==> config.mk <==
export PLATFORM = sky130hd
export DESIGN_NAME = match_referee
export DESIGN_NICKNAME = d
export VERILOG_FILES = /design/src/rtl/nidhogg_pkg.sv /design/src/rtl/round_timer.sv /design/src/rtl/match_referee.sv
export SDC_FILE = /design/constraint.sdc
export NUM_CORES = 1
export LEC_CHECK = 0
export BUFFER_PORTS_ARGS = -buffer_cell sky130_fd_sc_hd__buf_2
export CELL_PAD_IN_SITES_DETAIL_PLACEMENT = 0
export CELL_PAD_IN_SITES_GLOBAL_PLACEMENT = 1
export CORE_MARGIN = 3
export CORE_UTILIZATION = 45
export DETAILED_ROUTE_END_ITERATION = 10
export GPL_TIMING_DRIVEN = 0
export MAX_ROUTING_LAYER = met4
export PLACE_DENSITY_LB_ADDON = 0.3
export SETUP_SLACK_MARGIN = 0.15
export SYNTH_ARGS = -nofsm -noshare
export SYNTH_HDL_FRONTEND = slang
export SYNTH_HIERARCHICAL = 1
export SYNTH_SLANG_ARGS = --single-unit
==> constraint.sdc <==
create_clock -name clk -period 2.5 [get_ports clk]
set_input_delay 0.125 -clock clk [delete_from_list [all_inputs] [get_ports clk]]
set_output_delay 0.125 -clock clk [all_outputs]
set_load 0.02 [all_outputs]
==> src/rtl/nidhogg_pkg.sv <==
// Shared types for the duel referee: FSM state encoding, player ids and a
// saturating score increment.
package nidhogg_pkg;

  typedef enum logic [2:0] {
    IDLE,
    START,
    FIGHT,
    POINT,
    DONE
  } referee_state_t;

  localparam logic [1:0] NONE = 2'd0;
  localparam logic [1:0] P1   = 2'd1;
  localparam logic [1:0] P2   = 2'd2;

  function automatic logic [1:0] sat_inc(input logic [1:0] value, input logic [1:0] limit);
    return (value >= limit) ? limit : value + 2'd1;
  endfunction

endpackage

==> src/rtl/round_timer.sv <==
// Per-round countdown: frame ticks are divided down to whole seconds and
// time_left counts toward zero while enabled.
module round_timer #(
  parameter int ROUND_SECONDS = 60,
  parameter int FPS           = 60
) (
  input  logic       clk,
  input  logic       rst_n,
  input  logic       load,
  input  logic       enable,
  input  logic       frame_tick,
  output logic [6:0] time_left,
  output logic       expired
);

  localparam int              FW         = (FPS > 1) ? $clog2(FPS) : 1;
  localparam int              LAST_INT   = FPS - 1;
  localparam logic [FW-1:0]   LAST_FRAME = LAST_INT[FW-1:0];
  localparam logic [6:0]      RELOAD     = ROUND_SECONDS[6:0];

  logic [FW-1:0] frame_cnt;

  // load beats a coincident tick so the fresh round starts on a clean second
  always_ff @(posedge clk or negedge rst_n) begin
    if (!rst_n) begin
      frame_cnt <= '0;
      time_left <= RELOAD;
    end else if (load) begin
      frame_cnt <= '0;
      time_left <= RELOAD;
    end else if (enable && frame_tick) begin
      if (frame_cnt == LAST_FRAME) begin
        frame_cnt <= '0;
        if (time_left != 7'd0) begin
          time_left <= time_left - 7'd1;
        end
      end else begin
        frame_cnt <= frame_cnt + 1'b1;
      end
    end
  end

  assign expired = (time_left == 7'd0);

endmodule

==> src/rtl/match_referee.sv <==
// Duel referee: tracks points, freeze periods and round time, and declares
// the match winner once a player reaches ROUNDS_TO_WIN.
module match_referee
  import nidhogg_pkg::*;
#(
  parameter int ROUNDS_TO_WIN = 3,
  parameter int FREEZE_FRAMES = 90,
  parameter int ROUND_SECONDS = 60,
  parameter int FPS           = 60
) (
  input  logic       clk,
  input  logic       rst_n,
  input  logic       game_active,
  input  logic       frame_tick,
  input  logic       p1_hit,
  input  logic       p2_hit,
  output logic       win,
  output logic [1:0] winner,
  output logic [1:0] p1_score,
  output logic [1:0] p2_score,
  output logic [6:0] time_left,
  output logic       freeze,
  output logic       respawn
);

  localparam int             FCW           = (FREEZE_FRAMES > 0) ? $clog2(FREEZE_FRAMES + 1) : 1;
  localparam logic [FCW:0]   FREEZE_TARGET = FREEZE_FRAMES[FCW:0];
  localparam logic [1:0]     WIN_SCORE     = ROUNDS_TO_WIN[1:0];

  referee_state_t state;
  logic           ga_prev;
  logic [FCW-1:0] freeze_cnt;
  logic [FCW:0]   freeze_sum;
  logic           freeze_done;
  logic           ga_rise;
  logic           lone_p1;
  logic           lone_p2;
  logic           double_touch;
  logic [1:0]     p1_next;
  logic [1:0]     p2_next;
  logic           timer_expired;
  logic           enter_start;
  logic           fight_to_point;
  logic           timer_load;
  logic           timer_enable;

  assign ga_rise      = game_active & ~ga_prev;
  assign lone_p1      = p1_hit & ~p2_hit;
  assign lone_p2      = p2_hit & ~p1_hit;
  assign double_touch = p1_hit & p2_hit;
  assign p1_next      = sat_inc(p1_score, WIN_SCORE);
  assign p2_next      = sat_inc(p2_score, WIN_SCORE);
  assign freeze_sum   = {1'b0, freeze_cnt} + {{FCW{1'b0}}, frame_tick};
  assign freeze_done  = (freeze_sum >= FREEZE_TARGET);

  // The timer must reload on the same edge that enters START or POINT.
  assign enter_start    = (state == IDLE) && ga_rise;
  assign fight_to_point = (state == FIGHT) && game_active &&
                          (double_touch ||
                           (lone_p1 && (p1_next != WIN_SCORE)) ||
                           (lone_p2 && (p2_next != WIN_SCORE)) ||
                           (!p1_hit && !p2_hit && timer_expired));
  assign timer_load     = enter_start | fight_to_point;
  assign timer_enable   = (state == FIGHT);

  round_timer #(
    .ROUND_SECONDS(ROUND_SECONDS),
    .FPS          (FPS)
  ) u_round_timer (
    .clk       (clk),
    .rst_n     (rst_n),
    .load      (timer_load),
    .enable    (timer_enable),
    .frame_tick(frame_tick),
    .time_left (time_left),
    .expired   (timer_expired)
  );

  // ga_prev resets high so a game_active already high at reset release needs a fresh edge
  always_ff @(posedge clk or negedge rst_n) begin
    if (!rst_n) begin
      state      <= IDLE;
      ga_prev    <= 1'b1;
      freeze_cnt <= '0;
      p1_score   <= 2'd0;
      p2_score   <= 2'd0;
      winner     <= NONE;
      win        <= 1'b0;
      freeze     <= 1'b1;
      respawn    <= 1'b0;
    end else begin
      ga_prev <= game_active;
      respawn <= 1'b0;
      case (state)
        IDLE: begin
          freeze <= 1'b1;
          if (ga_rise) begin
            state      <= START;
            p1_score   <= 2'd0;
            p2_score   <= 2'd0;
            winner     <= NONE;
            respawn    <= 1'b1;
            freeze_cnt <= FCW'(frame_tick);
          end
        end
        START, POINT: begin
          if (!game_active) begin
            state      <= IDLE;
            freeze     <= 1'b1;
            freeze_cnt <= '0;
          end else if (freeze_done) begin
            state      <= FIGHT;
            freeze     <= 1'b0;
            freeze_cnt <= '0;
          end else if (frame_tick) begin
            freeze_cnt <= freeze_cnt + 1'b1;
          end
        end
        FIGHT: begin
          if (!game_active) begin
            state  <= IDLE;
            freeze <= 1'b1;
          end else if (lone_p1) begin
            p1_score <= p1_next;
            freeze   <= 1'b1;
            if (p1_next == WIN_SCORE) begin
              state  <= DONE;
              win    <= 1'b1;
              winner <= P1;
            end else begin
              state      <= POINT;
              respawn    <= 1'b1;
              freeze_cnt <= FCW'(frame_tick);
            end
          end else if (lone_p2) begin
            p2_score <= p2_next;
            freeze   <= 1'b1;
            if (p2_next == WIN_SCORE) begin
              state  <= DONE;
              win    <= 1'b1;
              winner <= P2;
            end else begin
              state      <= POINT;
              respawn    <= 1'b1;
              freeze_cnt <= FCW'(frame_tick);
            end
          end else if (double_touch || timer_expired) begin
            state      <= POINT;
            freeze     <= 1'b1;
            respawn    <= 1'b1;
            freeze_cnt <= FCW'(frame_tick);
          end
        end
        DONE: begin
          if (!game_active) begin
            state <= IDLE;
            win   <= 1'b0;
          end
        end
        default: begin
          state  <= IDLE;
          freeze <= 1'b1;
          win    <= 1'b0;
        end
      endcase
    end
  end

endmodule

==> flow_summary.json <==
{
  "area.growth.synth_to_final_pct": 13.68,
  "cts.reportedPaths.clkPinSlew_ns": 0.07,
  "slew_headroom": 0.5054,
  "seq_power_share": 0.476,
  "placementRows": 24,
  "timing.fmax_mhz": 455.3,
  "number_of_synthesized_flops_with_an_enable_pin": 0,
  "tightest_slew_ns": 0.7419,
  "worst_setup_path_end_kind": "flop",
  "dominantRegCellSynth": "sky130_fd_sc_hd__dfrtp_1",
  "synthArstFlopShare": 1.000,
  "grt_start_max_net_pins": 34,
  "drc_marker_count_from_the_first_detailed_route_iteration": 118,
  "clockPowerShare": 0.270,
  "drc": 0,
  "wl_um": 4728,
  "rsz0062_at_grt": "no",
  "final_net_count": 287,
  "critPathArrivalTime_ns": 2.36,
  "antenna_left": 0,
  "clkSinkCount": 33,
  "static-leakage-power_nw": 1.082,
  "placeableCoreArea_sq_um": 4504,
  "drive_above_1_share": 0.2206,
  "comb_power_share": 0.254,
  "fraction_of_power_spent_switching_nets": 0.3466,
  "timing.critical_path.fanout_max": 11,
  "synth_largest_type_area_fraction": 0.3103,
  "dr_total_vias": 1854,
  "critical-path-max-stage-delay_ns": 0.40,
  "outcome": "finished clean",
  "vdd_ir_drop_max_mv": 0.4405,
  "vias_per_cell": 5.722,
  "clockRootBuffer": "sky130_fd_sc_hd__clkbuf_8",
  "first_global_vias": 1649,
  "yosys-top-cells-area": "sky130_fd_sc_hd__dfrtp_1, sky130_fd_sc_hd__dfstp_2, sky130_fd_sc_hd__ha_1, sky130_fd_sc_hd__nand2_1, sky130_fd_sc_hd__nor2_1",
  "io_buffer_count": 21,
  "synth-seq-area-share": 0.3828,
  "sum_of_negative_setup_slack_ns": 0,
  "synth.yosys.warnings": 6,
  "timing.final.crit_share": 0.8786,
  "grt_antenna_before_repair": 0,
  "finalCriticalPeriod_ns": 2.197,
  "synth-seq-cells": 33,
  "place.detailed.instances": 312,
  "boundaryPins": 22,
  "die_h_um": 75.56,
  "setup.worst_path.start_class": "flop",
  "timing.critical_path.slowest_stage_cell": "sky130_fd_sc_hd__dfrtp_1",
  "final.fill_count": 422,
  "critical_path_class": "flop to flop",
  "synth.largest_area_cell": "sky130_fd_sc_hd__dfrtp_1",
  "num_antenna_cells": 0,
  "synth.avg_cell_area_sq_um": 9.109,
  "htree_num_levels": 2,
  "gp_congestion": 0.8464,
  "sw_power_uw": 502.0,
  "chipWidth_um": 75.56,
  "globalRoute.totalOverflow": 0,
  "cts-buffers-inserted": 5,
  "cts_tree": "done",
  "most_common_library_cell_in_the_layout_ignoring_fill_and_taps": "sky130_fd_sc_hd__dfrtp_1",
  "report.final.slew_viol_count": 0,
  "clockBufferDepth": 2,
  "die_area_sq_um": 5709,
  "drt_pre_antenna_iters": 4,
  "netlist_area_sq_um": 2177,
  "worst_clock_skew_ns": 0.007281,
  "netlist_instances": 239,
  "final_standard_cell_count_with_taps_included_and_fillers_excluded": 324,
  "crit_chain": "inv_1 > ha_1 > nand3_4 > clkinv_4 > or3_1 > a31o_2 > a31oi_4 > o21bai_1 > a221oi_2",
  "syn_nets": 255,
  "max_cap_violations": 0,
  "initial_core_util": 0.4833,
  "setup_viol": 0,
  "routedWlPerCell_um": 14.59,
  "worst_r2r_startpoint": "u_round_timer/time_left[0]",
  "cell_internal_pwr_uw": 946.5,
  "path_class_of_the_lowest_slack_min_delay_path": "input port to flop",
  "mostFrequentLayoutCells": "sky130_fd_sc_hd__dfrtp_1, sky130_fd_sc_hd__nand2_1, sky130_fd_sc_hd__nor2_1, sky130_fd_sc_hd__buf_2, sky130_fd_sc_hd__inv_1",
  "source_of_the_worst_hold_timing_path": "frame_tick",
  "grt_first_pass_wirelength_um": 7824,
  "groute.usage.overall": 0.1852,
  "ys_types": 68,
  "clock_latency_ns": 0.28,
  "dp_hpwl_um": 3351,
  "worst_setup_path_startpoint": "u_round_timer/time_left[0]",
  "critPathRequiredTime_ns": 2.66,
  "p_per_area_nw_per_um2": 585.3,
  "report.final.hold_viol_count": 0
}
==> timing repair <==
action                                 in CTS  in global routing
setup buffers                               0                  2
gates resized for setup                     2                  2
hold buffers                                2                  0
pin swaps                                   0                  1
endpoints found under the hold margin      28                  0
setup endpoints to repair                  11                  4
==> flip-flops by register name (all words and copies together), names as in the netlist <==
signal / cells
ga_prev: 1
u_round_timer/frame_cnt: 6
p2_score: 2
u_round_timer/time_left: 7
state: 3
win: 1
freeze_cnt: 7
p1_score: 2
freeze: 1
winner: 2
respawn: 1
==> worst max-delay path: cells and delay by family (launching register included) <==
kind	cells	cell delay [ns]
AO/OA/AOI/OAI	4	0.76
flip-flops	1	0.40
AND/OR/NAND/NOR	2	0.46
buffers and inverters	2	0.20
adder cells (fa/ha/maj)	1	0.25
==> power by group through the flow <==
stage	Clock (mW)	Combinational, mW	Sequential (mW)
2_1_floorplan	0	0.229	0.709
4_1_cts	0.407	0.363	0.688
5_1_grt	0.427	0.414	0.702
3_3_place_gp	0	0.353	0.695
3_5_place_dp	0	0.358	0.697
6_report	0.391	0.368	0.690
==> worst paths after layout <==
kind | to | slack (ns) | cells after the start
max reg2reg | freeze_cnt[0] | 0.30 | 9
max | freeze_cnt[0] | 0.30 | 9
min | freeze_cnt[1] | 0.24 | 2
max in group asynchronous | p1_score[0] | 1.59 | 2
min in group asynchronous | u_round_timer/frame_cnt[1] | 0.44 | 2
min reg2reg | freeze | 0.47 | 2
==> routing by layer <==
layer / vias up / GRT usage / share of wire
li1: 933 / - / -
met1: 872 / 0.2525 / 0.50
met2: 40 / 0.2771 / 0.44
met3: 9 / 0.03694 / 0.038
met4: 0 / 0.05825 / 0.015
met5: - / - / 0
==> cell families after synthesis <==
kind of cell / Yosys count / share of synthesized area
and+or+nand+nor: 106 / 0.2730
AOI/OAI and AO/OA: 63 / 0.2167
DFF: 33 / 0.3828
buffers and inverters: 22 / 0.04598
adders and majority gates: 10 / 0.05747
muxes: 5 / 0.02414
==> cell usage after synthesis, types with 3 or more instances <==
| cell | count |
|---|---|
| sky130_fd_sc_hd__dfrtp_1 | 27 |
| sky130_fd_sc_hd__nand2_1 | 26 |
| sky130_fd_sc_hd__nor2_1 | 21 |
| sky130_fd_sc_hd__inv_1 | 16 |
| sky130_fd_sc_hd__a21oi_1 | 15 |
| sky130_fd_sc_hd__nand3_1 | 12 |
| sky130_fd_sc_hd__ha_1 | 10 |
| sky130_fd_sc_hd__o21ai_0 | 8 |
| sky130_fd_sc_hd__dfstp_2 | 6 |
| sky130_fd_sc_hd__or3_1 | 6 |
| sky130_fd_sc_hd__nand2b_1 | 5 |
| sky130_fd_sc_hd__nor2b_1 | 5 |
| sky130_fd_sc_hd__and2_1 | 4 |
| sky130_fd_sc_hd__nor3_1 | 4 |
| sky130_fd_sc_hd__o21ai_2 | 4 |
| sky130_fd_sc_hd__o22ai_1 | 4 |
| sky130_fd_sc_hd__a211oi_1 | 3 |
| sky130_fd_sc_hd__a31oi_1 | 3 |
| sky130_fd_sc_hd__mux2i_1 | 3 |
| sky130_fd_sc_hd__nor3b_1 | 3 |
| sky130_fd_sc_hd__o21bai_1 | 3 |
==> stage by stage <==
step / utilization / power, mW / instance area (sq um) / hold WS (ns) / worst slack (ns)
floorplan: - / 0.9383 / 2177 / -0.1706 / 0.3286
global placement: 0.5211 / 1.048 / 2347 / 0.2402 / 0.09707
detailed placement: 0.5211 / 1.054 / 2347 / 0.2431 / 0.06772
CTS: 0.5458 / 1.458 / 2459 / 0.2236 / 0.1868
global route: 0.5494 / 1.543 / 2475 / 0.2424 / 0.2031
finish: 0.5494 / 1.448 / 2475 / 0.2396 / 0.3034
==> final cells by class <==
cell class | instances | area, sq um | share of cell area
buffer | 5 | 32.53 | 0.01314
clock buffer | 8 | 80.08 | 0.03236
inverter | 17 | 68.82 | 0.02781
multi-input combinational | 184 | 1255 | 0.5071
sequential | 33 | 833.3 | 0.3367
tap | 52 | 65.06 | 0.02629
timing repair buffer | 25 | 140.1 | 0.05662
No activity file was read; power rests on OpenSTA's default activity.
